$ cat src/rtl/btn_debounce_pulse.sv
// Pushbutton cleaner: 2-FF synchronizer, stability filter and press FSM.
// Optional long-press pulse is built only when LONG_PRESS_EN is defined.
module btn_debounce_pulse #(
   parameter int unsigned STABLE_CYCLES = 1_000_000,
   parameter int unsigned CNT_W         = 20,
   parameter int unsigned HOLD_CYCLES   = 200_000_000,
   parameter int unsigned HOLD_W        = 28
) (
   input  logic clock,
   input  logic resett,
   input  logic btn,
   output logic btn_level,
   output logic press_pulse,
   output logic long_pulse
);

   localparam logic [CNT_W-1:0] CNT_LAST = CNT_W'(STABLE_CYCLES - 1);

   // Reject parameter sets the counters cannot represent.
   if (STABLE_CYCLES < 2 ||
       (64'(1) << CNT_W) <= 64'(STABLE_CYCLES) ||
       HOLD_CYCLES < 1 ||
       (64'(1) << HOLD_W) <= 64'(HOLD_CYCLES)) begin : g_bad_params
      $error("btn_debounce_pulse: illegal parameters");
   end

   typedef enum logic [1:0] {
      IDLE,
      ARM_PRESS,
      PRESSED,
      ARM_RELEASE
   } state_t;

   state_t           state_q, state_d;
   logic             s1_q, s1_d;
   logic             s2_q, s2_d;
   logic [CNT_W-1:0] cnt_q, cnt_d;
   logic             level_q, level_d;
   logic             press_q, press_d;
   logic             enter_pressed;

   // Synchronizer chain; only s2 feeds the filter.
   always_comb begin
      s1_d = btn;
      s2_d = s1_q;
   end

   // Stability filter and press FSM next-state logic.
   always_comb begin
      state_d       = state_q;
      cnt_d         = cnt_q;
      level_d       = level_q;
      press_d       = 1'b0;
      enter_pressed = 1'b0;
      unique case (state_q)
         IDLE: begin
            if (s2_q) begin
               state_d = ARM_PRESS;
               cnt_d   = '0;
            end
         end
         ARM_PRESS: begin
            if (!s2_q) begin
               state_d = IDLE;
               cnt_d   = '0;
            end else if (cnt_q == CNT_LAST) begin
               state_d       = PRESSED;
               level_d       = 1'b1;
               press_d       = 1'b1;
               cnt_d         = '0;
               enter_pressed = 1'b1;
            end else begin
               cnt_d = cnt_q + 1'b1;
            end
         end
         PRESSED: begin
            if (!s2_q) begin
               state_d = ARM_RELEASE;
               cnt_d   = '0;
            end
         end
         ARM_RELEASE: begin
            if (s2_q) begin
               state_d = PRESSED;
               cnt_d   = '0;
            end else if (cnt_q == CNT_LAST) begin
               state_d = IDLE;
               level_d = 1'b0;
               cnt_d   = '0;
            end else begin
               cnt_d = cnt_q + 1'b1;
            end
         end
         default: begin
            state_d = IDLE;
            cnt_d   = '0;
         end
      endcase
   end

   // Filter, FSM and output registers.
   always_ff @(posedge clock) begin
      if (resett) begin
         s1_q    <= 1'b0;
         s2_q    <= 1'b0;
         state_q <= IDLE;
         cnt_q   <= '0;
         level_q <= 1'b0;
         press_q <= 1'b0;
      end else begin
         s1_q    <= s1_d;
         s2_q    <= s2_d;
         state_q <= state_d;
         cnt_q   <= cnt_d;
         level_q <= level_d;
         press_q <= press_d;
      end
   end

   assign btn_level   = level_q;
   assign press_pulse = press_q;

`ifdef LONG_PRESS_EN
   localparam logic [HOLD_W-1:0] HOLD_LAST = HOLD_W'(HOLD_CYCLES - 1);
   localparam logic [HOLD_W-1:0] HOLD_SAT  = HOLD_W'(HOLD_CYCLES);

   logic [HOLD_W-1:0] hold_q, hold_d;
   logic              long_q, long_d;

   // Hold timer: restarts on a new press, survives release glitches,
   // fires once at the threshold and then parks past it.
   always_comb begin
      hold_d = hold_q;
      long_d = 1'b0;
      if (enter_pressed) begin
         hold_d = '0;
      end else if (level_q) begin
         if (hold_q == HOLD_LAST) begin
            long_d = 1'b1;
            hold_d = HOLD_SAT;
         end else if (hold_q != HOLD_SAT) begin
            hold_d = hold_q + 1'b1;
         end
      end else begin
         hold_d = '0;
      end
   end

   // Hold timer registers.
   always_ff @(posedge clock) begin
      if (resett) begin
         hold_q <= '0;
         long_q <= 1'b0;
      end else begin
         hold_q <= hold_d;
         long_q <= long_d;
      end
   end

   assign long_pulse = long_q;
`else
   assign long_pulse = 1'b0;
`endif

endmodule
$ cat config.mk
export PLATFORM = sky130hd
export DESIGN_NAME = btn_debounce_pulse
export DESIGN_NICKNAME = d
export VERILOG_FILES = /design/src/rtl/btn_debounce_pulse.sv
export SDC_FILE = /design/constraint.sdc
export NUM_CORES = 1
export LEC_CHECK = 0
export CAP_MARGIN = 20
export CORE_ASPECT_RATIO = 1.75
export CORE_UTILIZATION = 55
export CTS_CLUSTER_SIZE = 16
export DETAILED_ROUTE_END_ITERATION = 7
export PLACE_DENSITY_LB_ADDON = 0.12
export SYNTH_ARGS = -nofsm -noshare
export SYNTH_HDL_FRONTEND = slang
export SYNTH_SLANG_ARGS = --single-unit
$ cat constraint.sdc
create_clock -name clock -period 2.57 [get_ports clock]
set_clock_uncertainty 0.1 [all_clocks]
set_input_delay 0.514 -clock clock [delete_from_list [all_inputs] [get_ports clock]]
set_output_delay 0.514 -clock clock [all_outputs]
set_load 0.01 [all_outputs]
# ---- Word level (Yosys, flattened, before mapping)
# Cells that the tools add are included.
dict set report totals {
  register_bits 26
  input_bits 3
  out_inout_bits 3
  wordCells 46
}
dict set report op_classes {
  add_sub_neg 1
  eq_ne 12
  n_mux 19
  bitwise 2
  reduce_logical 6
}
# operator count
set ops {}
lappend ops {{two-way mux 20 bit} 5}
lappend ops {{one-hot mux 20 bit (4 select lines)} 1}
lappend ops {{adder 20 x 1 -> 20 bit, second input constant} 1}
lappend ops {{equality test 20 bit, second input constant} 1}
lappend ops {{two-way mux 2 bit} 6}
lappend ops {{!= test 2 bit, second input constant} 6}
lappend ops {{one-hot mux 2 bit (4 select lines)} 1}
lappend ops {{!= test 3 bit, second input constant} 2}
lappend ops {{two-way mux 1 bit} 5}
lappend ops {{AND reduction 5 bit} 1}
lappend ops {{equality test 2 bit, second input constant} 2}
lappend ops {{AND reduction 4 bit} 1}
lappend ops {{OR reduction 3 bit} 1}
lappend ops {{equality test 2 x 1 -> 1 bit, second input constant} 1}
lappend ops {{zero test 2 bit} 1}
lappend ops {{NOT 1 bit} 2}
lappend ops {{one-hot mux 1 bit (2 select lines)} 1}
lappend ops {{AND reduction 2 bit} 1}
lappend ops {{nonzero test 2 bit} 1}

# ---- Longest topological paths before layout
dict set report logic_depth {
  ltp_word 4
  depth_mapped 7
  mapped_depth_nobuf 6
}

# ---- Worst setup path before layout
# Ideal clock, no wire load.
dict set report synth_path {
  path_type {register to register}
  from {register cnt_q[6]}
  to {register cnt_q[14]}
  setup_time_ps 124
  arrival_time_ps 1808
  required_time_ps 2346
  setup_slack_ps 538
  stages_incl_launch_ff 7
  n_path_buf 1
  synth_period_minus_slack_ps 2032
  cell_sequence {dfxtp_1 > or4b_4 > nor4_4 > a211oi_4 > buf_6 > a31oi_4 > o31ai_1}
}
dict set report synth_via {
  elab_chain_cells 4
  word_cells_on_any_way 6
  cone_classes {add/sub: 1; eq/ne: 1; mux: 4}
}
# item line
set synth_rtl {}
lappend synth_rtl {{start, declared} 37} ;# logic [CNT_W-1:0] cnt_q, cnt_d;
lappend synth_rtl {{start signal, assigned} 114} ;# cnt_q <= cnt_d;
lappend synth_rtl {{adder 20 x 1 -> 20 bit / equality test 20 bit (equally long branches)} --}
lappend synth_rtl {{two-way mux 20 bit (*)} {66, 86}}
lappend synth_rtl {{two-way mux 20 bit (on tied branches)} {83, 63}}
lappend synth_rtl {{one-hot mux 20 bit (4 select lines) (*)} 55} ;# unique case (state_q)
# Every way passes the cells marked *; elsewhere a longest branch is shown, timed or not.
# A chain may end at the register's enable or synchronous reset.

# ---- Worst setup path in the final report
dict set report layout_path {
  from {register cnt_q[14]}
  to {register cnt_q[7]}
}
dict set report layout_via {
  elab_chain_cells 4
  word_cells_on_any_way 5
  cone_classes {eq/ne: 1; mux: 4}
}
# item line
set layout_rtl {}
lappend layout_rtl {{equality test 20 bit (*)} {66, 86}}
lappend layout_rtl {{two-way mux 20 bit (*)} {66, 86}}
lappend layout_rtl {{two-way mux 20 bit (on tied branches)} {83, 63}}
lappend layout_rtl {{one-hot mux 20 bit (4 select lines) (*)} 55}
# Marked as above.

==> results.md <==
* Slew @ Worst Pin at 0.9279 ns
* Int Pwr at 0.5630 mW
* Fin Setup TNS at 0 ns
* Warning count from the yosys run at 0
* Rows at 23
* DR iter-0 viols at 37
* Crit path arrival time at 2.54 ns
* Worst Path Required at 2.64 ns
* Status: finished clean
* Min Tclk post-route at 2.465 ns
* IO Pins at 6
* Net Sw Frac at 0.2210
* Setup violators final at 0
* Worst-path clk slew at 0.09 ns
* Cts bufs inserted at 3
* Largest net degree at the start of global routing at 27
* Sequential fraction of the synthesis area at 0.3958
* HP Class: flip-flop to flip-flop
* Yosys cell types at 44
* Crit end category: flip-flop
* Mapped Cells at 150
* Routed wire length at 2.858 mm
* Asr flop ratio synth at 0
* Dpl cells at 178
* Routed vias at 1149
* Synthesized area at 1315 um2
* ANT cells at 0
* Mapped Nets at 154
* Initial Utilization at 0.5784
* Via density at 6.279
* Worst vdd ir at 0.3395 mV
* Max-Cap Viols at 0
* Post-route insts no fill at 183
* Hold Slack at 0.3596 ns
* Core Area at 2273 um2
* Post-CTS Setup Bufs at 0
* Die W at 38.96 um
* Max clock buf depth at 2
* Rel. slew slack at 0.3803
* Tot Pwr at 0.7228 mW
* FILL cells at 186
* Number of synthesized flops with an enable pin at 0
* Net count, final at 163
* Critical path class: flip-flop to flip-flop
* CP Max Fanout at 13
* Layout cells sized above 1 at 0.1139
* Area delta synth->final at 10.28%
* PortBufs at 4
* Post_cts resized at 0
* Initial antenna violation count at 0
* Per-cell routed wire length at 15.62 um
* Static leakage at 0.4971 nW
* TritonCTS clock tree: built
* First-pass GRT wire length at 4.491 mm
* DRC viols at 0
* Syn avg cell area at 8.767 um2
* Hold path depth at 1
* Most common cell after layout, fill and taps aside: dfxtp_1
* Grt ovf at 0
* Clock Latency Late Sink at 0.27 ns
* Fin. Hold Viols at 0
* H-tree depth at 1
* Most frequent cells in the layout: dfxtp_1, nand2_1, a21oi_1, nand3_1
* GRT Total Usage at 0.2513
* Hold buffers post-CTS at 0
* Crit share post-route at 0.9592
* CP Launch Type: flip-flop
* RD Place Congestion at 0.8101
* Clock root cell: clkbuf_8
* Clock network power share at 0.372
* P_sw at 0.1598 mW
* Register bit total from synthesis at 26
* Most common flop cell mapped by yosys: dfxtp_1
* Max Freq at 405.7 MHz
* Final Max Slew Viols at 0
* Pwr dens at 498.4 nW/um2
* Die area at 2598 um2
* DRT Pass-1 Iters at 4
* Reg2reg path depth at 5
* Number of global-route vias before repair at 1002
* Logic pwr share at 0.056
* Clk sinks at 26
* Die height at 66.69 um
* Detail Placement HPWL at 1.948 mm
* Antenna viol nets, final at 0
* Seq pwr share at 0.572
==> area by class of cell <==
cell class,count,area (um2),area share
Sequential cell,26,520.5,0.3589
Timing Repair Buffer,9,77.57,0.05349
Multi-Input combinational cell,115,750.7,0.5177
Tap cell,25,31.28,0.02157
Clock buffer,4,55.05,0.03796
Inverter,4,15.01,0.01035
==> cell usage after synthesis (3+ instances only) <==
| library cell | number | share of area |
|---|---|---|
| nor3_1 | 4 | 0.015 |
| nand3_1 | 11 | 0.042 |
| nand2_1 | 16 | 0.046 |
| a31oi_1 | 9 | 0.043 |
| a21oi_1 | 12 | 0.046 |
| inv_1 | 4 | 0.011 |
| nand4_1 | 3 | 0.014 |
| o21ai_0 | 3 | 0.011 |
| nor2_1 | 9 | 0.026 |
| a21o_1 | 3 | 0.017 |
| nor2b_1 | 4 | 0.019 |
| a22o_1 | 5 | 0.033 |
| dfxtp_1 | 26 | 0.40 |
| clkbuf_1 | 3 | 0.0086 |
==> kinds of logic after synthesis <==
family                   count (synthesis)  share of synthesized area
adder cells (fa/ha/maj)                  1                   0.009513
AND/OR/NAND/NOR                         67                     0.2988
XOR/XNOR                                 4                    0.02665
AO/OA/AOI/OAI                           39                     0.2084
other                                    1                   0.002852
multiplexers                             2                    0.01522
flip-flops                              26                     0.3958
buffers and inverters                   10                    0.04281
==> routing by layer <==
metal | global-route usage | routed length (um) | share of wire | up-vias
li1 | - | - | - | 577
met4 | 0.1466 | 66 | 0.023 | 0
met5 | 0 | 0 | 0 | -
met3 | 0.05333 | 77 | 0.027 | 5
met1 | 0.2878 | 1250 | 0.44 | 548
met2 | 0.4083 | 1463 | 0.51 | 19
==> final timing paths <==
kind                     startpoint               endpoint  slack (ns)
max          cnt_q[14]$_SDFFE_PP0P_  cnt_q[7]$_SDFFE_PP0P_        0.10
min                 s1_q$_SDFF_PP0_        s2_q$_SDFF_PP0_        0.36
max reg2reg  cnt_q[14]$_SDFFE_PP0P_  cnt_q[7]$_SDFFE_PP0P_        0.10
min reg2reg         s1_q$_SDFF_PP0_        s2_q$_SDFF_PP0_        0.36
==> power groups by stage <==
| stage | sequential [mW] | combinational, mW | clock (mW) |
|---|---|---|---|
| after CTS | 0.414 | 0.0398 | 0.272 |
| after detailed placement | 0.423 | 0.0396 | 0 |
| final | 0.414 | 0.0406 | 0.269 |
| after global routing | 0.415 | 0.0443 | 0.290 |
| after floorplan | 0.422 | 0.0253 | 0 |
| after global placement | 0.423 | 0.0391 | 0 |
==> state kept, by name, indices dropped and copies added (netlist names), named ones only <==
register and flops:
cnt_q 20, btn_level 1, press_pulse 1, s1_q 1, s2_q 1, state_q 1
==> per-stage QoR <==
step | instance area, um2 | util | setup WS, ns
floorplan | 1315 | - | 0.5379
global placement | 1383 | 0.6081 | 0.2119
detailed placement | 1383 | 0.6081 | 0.1365
CTS | 1438 | 0.6324 | 0.1518
global route | 1450 | 0.6379 | -0.02791
finish | 1450 | 0.6379 | 0.1049
==> critical path, stage by stage, from the launching register on <==
cell      delay [ns]
dfxtp_1         0.46
or4bb_1         0.48
nor4_4          0.58
a211oi_2        0.34
a21o_1          0.24
a22o_1          0.17
Note: power is estimated with default switching activity, not from simulation.
